**src/rtl/dlx_pkg.sv**
```systemverilog
// Shared DLX opcode constants and small decode helpers used by the
// jump/branch unit.
package dlx_pkg;

  localparam int DATA_W = 32;
  localparam int OP_W   = 6;

  localparam logic [OP_W-1:0] OP_J    = 6'h02;
  localparam logic [OP_W-1:0] OP_JAL  = 6'h03;
  localparam logic [OP_W-1:0] OP_BEQZ = 6'h04;
  localparam logic [OP_W-1:0] OP_BNEZ = 6'h05;
  localparam logic [OP_W-1:0] OP_RFE  = 6'h10;
  localparam logic [OP_W-1:0] OP_TRAP = 6'h11;
  localparam logic [OP_W-1:0] OP_JR   = 6'h12;
  localparam logic [OP_W-1:0] OP_JALR = 6'h13;

  // Linking opcodes write the return address into r31.
  function automatic logic is_link(input logic [OP_W-1:0] op);
    return (op == OP_JAL) || (op == OP_JALR);
  endfunction

endpackage

```
**src/rtl/jb_target_calc.sv**
```systemverilog
// Sign-extends the branch (16-bit) and jump (26-bit) offsets and adds them to
// pc_plus_four; additions wrap modulo 2^32.
module jb_target_calc
  import dlx_pkg::*;
(
  input  logic [0:31]       instruction,
  input  logic [DATA_W-1:0] pc_plus_four,
  output logic [OP_W-1:0]   opcode,
  output logic [DATA_W-1:0] branch_target,
  output logic [DATA_W-1:0] jump_target
);

  logic [15:0] imm16;
  logic [25:0] off26;

  function automatic logic signed [DATA_W-1:0] sext16(input logic [15:0] v);
    return {{(DATA_W-16){v[15]}}, v};
  endfunction

  function automatic logic signed [DATA_W-1:0] sext26(input logic [25:0] v);
    return {{(DATA_W-26){v[25]}}, v};
  endfunction

  // Instruction is big-endian numbered: bit 0 is the MSB of the opcode.
  assign opcode = instruction[0:5];
  assign off26  = instruction[6:31];
  assign imm16  = instruction[16:31];

  assign branch_target = pc_plus_four + $unsigned(sext16(imm16));
  assign jump_target   = pc_plus_four + $unsigned(sext26(off26));

endmodule

```
**src/rtl/jump_branch.sv**
```systemverilog
// DLX decode-stage jump/branch resolution: combinational next-PC selection and
// a single link register for JAL/JALR.
module jump_branch
  import dlx_pkg::*;
(
  input  logic              clk,
  input  logic              rst_n,
  input  logic [0:31]       instruction,
  input  logic [DATA_W-1:0] pc_plus_four,
  input  logic [DATA_W-1:0] rs1,
  output logic [DATA_W-1:0] outputPC,
  output logic              takeBranch,
  output logic [DATA_W-1:0] register31
);

  logic [OP_W-1:0]   opcode;
  logic [DATA_W-1:0] branch_target;
  logic [DATA_W-1:0] jump_target;
  logic              rs1_zero;

  jb_target_calc u_target (
    .instruction   (instruction),
    .pc_plus_four  (pc_plus_four),
    .opcode        (opcode),
    .branch_target (branch_target),
    .jump_target   (jump_target)
  );

  assign rs1_zero = (rs1 == '0);

  // Conditional branches present their target even when not taken.
  always_comb begin
    outputPC   = pc_plus_four;
    takeBranch = 1'b0;
    case (opcode)
      OP_J, OP_JAL: begin
        outputPC   = jump_target;
        takeBranch = 1'b1;
      end
      OP_BEQZ: begin
        outputPC   = branch_target;
        takeBranch = rs1_zero;
      end
      OP_BNEZ: begin
        outputPC   = branch_target;
        takeBranch = !rs1_zero;
      end
      OP_JR, OP_JALR: begin
        outputPC   = rs1;
        takeBranch = 1'b1;
      end
      default: begin
        outputPC   = pc_plus_four;
        takeBranch = 1'b0;
      end
    endcase
  end

  always_ff @(posedge clk or negedge rst_n) begin
    if (!rst_n) begin
      register31 <= '0;
    end else if (is_link(opcode)) begin
      register31 <= pc_plus_four;
    end
  end

endmodule

```
**config.mk**
```make
export PLATFORM = sky130hd
export DESIGN_NAME = jump_branch
export DESIGN_NICKNAME = d
export VERILOG_FILES = /design/src/rtl/dlx_pkg.sv /design/src/rtl/jb_target_calc.sv /design/src/rtl/jump_branch.sv
export SDC_FILE = /design/constraint.sdc
export NUM_CORES = 1
export LEC_CHECK = 0
export ABC_AREA = 1
export CAP_MARGIN = 20
export CORE_UTILIZATION = 40
export CTS_BUF_LIST = sky130_fd_sc_hd__clkbuf_4 sky130_fd_sc_hd__clkbuf_8
export CTS_CLUSTER_DIAMETER = 50
export DETAILED_ROUTE_END_ITERATION = 10
export HOLD_SLACK_MARGIN = 0.02
export PLACE_DENSITY = 0.68
export SLEW_MARGIN = 10
export SYNTH_ARGS = -nofsm -noshare
export SYNTH_HDL_FRONTEND = slang
export SYNTH_HIERARCHICAL = 1
export SYNTH_SLANG_ARGS = --single-unit
```
**constraint.sdc**
```tcl
create_clock -name clk -period 8 [get_ports clk]
set_input_delay 2 -clock clk [delete_from_list [all_inputs] [get_ports clk]]
set_output_delay 2 -clock clk [all_outputs]
set_load 0.02 [all_outputs]
```
==> impl_metrics.json <==
{
  "final_cell_mix": "nand2_1, inv_1, clkdlybuf4s50_1, nor2_1, ha_1",
  "clk_pin_slew_worst_paths_ns": 0.09,
  "powerDensity_mw_per_mm2": 126,
  "fin_crit_ns": 7.30,
  "grt_max_degree": 33,
  "yosys.area_share.simple": 0.423,
  "io_pins": 163,
  "path_cells": "clkdlybuf4s50_1, ha_1, nand2_1, nor2_1, nand2_1, nor2_1, nand2_1, nand2_1, nand2_1, nand2_1, inv_1, o2111ai_1, clkdlybuf4s50_1",
  "tritoncts": "done",
  "ys_ff_latch": 32,
  "ctsHoldBuffers": 0,
  "tightestPinTransition_ns": 0.789,
  "utilization": 0.533,
  "crit_path_end_kind": "output pin",
  "setup_viol": 0,
  "dr_total_vias": 7094,
  "synth-xor-area-share": 0.0257,
  "start_util": 0.415,
  "use_met3": 0.0425,
  "synth-seq-area-share": 0.131,
  "synth.avg_cell_area_um2": 5.51,
  "worstPathArrival_ns": 5.30,
  "drt_iter0_drc": 467,
  "worst_path_dominant_cell_family": "buffers and inverters",
  "rows": 44,
  "drv_slew": 0,
  "hp-start": "register31[0]$_DFFE_PN0P_",
  "synth-warning-count": 6,
  "startpoint": "instruction[16]",
  "antennaDiodeCount": 0,
  "power.static_leakage_nw": 4.52,
  "final_common_cell": "nand2_1",
  "via_per_inst": 4.95,
  "largest_registers": "register31 (32)",
  "crit_buf_inv": 3,
  "layout_setup_ws_ns": 0.703,
  "finalWeightedCongestion": 0.922,
  "slew_headroom": 0.472,
  "nFillCells": 1574,
  "synth_area_mm2": 0.00612,
  "cp_max_fo": 17,
  "die_area_mm2": 0.0158,
  "clock.fmax_mhz": 137,
  "layout.cells.non_filler": 1433,
  "nets": 1393,
  "clock_path_buffers": 2,
  "crit_slowest_cell": "clkdlybuf4s50_1",
  "worst_ir_drop_vdd_mv": 0.0713,
  "crit_path_max_incr_delay_ns": 0.83,
  "numPortBuffers": 162,
  "multi_input_area_mm2": 0.00423,
  "grt-ovfl-total": 0,
  "track_usage": 0.283,
  "wl_mm": 22.0,
  "post-place-ws_ns": 0.700,
  "cp.required_ns": 6.00,
  "syn-num-nets": 1256,
  "die-width_um": 126,
  "use_met1": 0.372,
  "post_cts_resized": 0,
  "grt_pass1_vias": 6753,
  "start_kind": "input port",
  "outcome": "complete, no violations",
  "area_growth_pct": 28.4,
  "root_buffer": "clkbuf_8",
  "numCtsBuffers": 5,
  "hold_viol": 0,
  "clock_sinks": 32,
  "grt_pass1_wl_mm": 34.9,
  "synth_cells": 1111,
  "dp_cells": 1425,
  "dr.pass1.iters": 5,
  "rsz0062_at_grt": "no",
  "seqCellArea_um2": 801,
  "wl_per_cell_um": 15.3,
  "power_mw": 0.990,
  "drv_cap": 0,
  "drc": 0,
  "fin_tns_setup_ns": 0,
  "cp_common_cell": "nand2_1",
  "synth_compound_area_frac": 0.0793,
  "drive_above_1_share": 0.0368,
  "postCtsSetupRepairBufs": 0,
  "ant_nets": 0,
  "largest_reg_flops": 32,
  "place_hpwl_mm": 17.9,
  "yosys.cell_types.count": 29,
  "htree_levels": 2,
  "worstReg2RegStart": "register31[29]$_DFFE_PN0P_",
  "min_path_type": "flop to flop",
  "finalCritPeriodShare": 0.912,
  "synth_mux_area_frac": 0.0650,
  "top_register": "register31",
  "synth_top_family_by_area": "simple AND/OR/NAND/NOR gates",
  "die_h_um": 126,
  "busiest_layer": "met2",
  "grt_use_met2": 0.470,
  "path_class": "input port to output pin",
  "insertion_delay_ns": 0.31,
  "synthAdderAreaFrac": 0.0972,
  "core-area_mm2": 0.0148,
  "clock_skew_ns": 0,
  "antenna_found_initial": 0
}
## logic make-up (layout without fill, tap and decap cells)
logic type      Yosys count  in the layout
mux                      32             32
fa+ha+maj                47             47
simple gates            653            653
xor+xnor                 18             18
compound gates           71             71
buf+inv                 258            396
flops                    32             32
## stage by stage
stage | area (um2) | hold WS [ns]
after floorplan | 6120 | 0.615
after global placement | 7750 | 0.474
after detailed placement | 7750 | 0.480
after CTS | 7860 | 0.500
final | 7860 | 0.497
after global routing | 7860 | 0.519
## routing by layer
layer | share of wire | vias up
met4 | 0.034 | 0
met2 | 0.44 | 292
li1 | - | 3659
met5 | 0 | -
met1 | 0.45 | 3104
met3 | 0.075 | 39
## cell type report
type,count,share of cell area
clock buffer,5,0.00875
clock inverter,3,0.00541
inverter,221,0.106
multi-input combinational,821,0.538
sequential,32,0.102
tap,184,0.0293
timing repair buffer,167,0.211
## path summary, 6_finish.rpt
path,cells after the start,slack (ns),endpoint
setup / recovery,13,0.70,outputPC[30]
hold / removal,1,0.50,register31[0]$_DFFE_PN0P_
max in group asynchronous,2,5.56,register31[15]$_DFFE_PN0P_
hold reg to reg,1,0.50,register31[0]$_DFFE_PN0P_
min in group asynchronous,2,2.11,register31[7]$_DFFE_PN0P_
setup reg to reg,1,7.21,register31[29]$_DFFE_PN0P_
## synth_stat cells
cell       instances  area (um2)
a21o_1             2        15.0
a21oi_1           34         170
and2_1             1        6.26
buf_2              1        5.00
buf_4             33         248
clkbuf_1           3        11.3
dfrtp_1           32         801
fa_1               1        20.0
ha_1              46         576
inv_1            219         822
inv_2              2        7.51
mux2_1            20         225
mux2_2             2        22.5
mux2_4            10         150
nand2_1          485        1820
nand2_2           10        62.6
nand3_1           40         200
nand3_2            2        20.0
nand4_1            8        50.1
nand4_2            1        12.5
nor2_1            94         353
nor2_2             6        37.5
nor3_1             5        25.0
o2111ai_1         32         280
o21ai_0            1        5.00
o21bai_1           2        15.0
or2_1              1        6.26
xnor2_1            3        26.3
xor2_1            15         131
## power breakdown
| part | switching (mW) | internal (mW) |
|---|---|---|
| Sequential | 0.0188 | 0.199 |
| Combinational | 0.341 | 0.260 |
| Clock | 0.0782 | 0.0924 |
No activity file was read; power rests on OpenSTA's default activity.
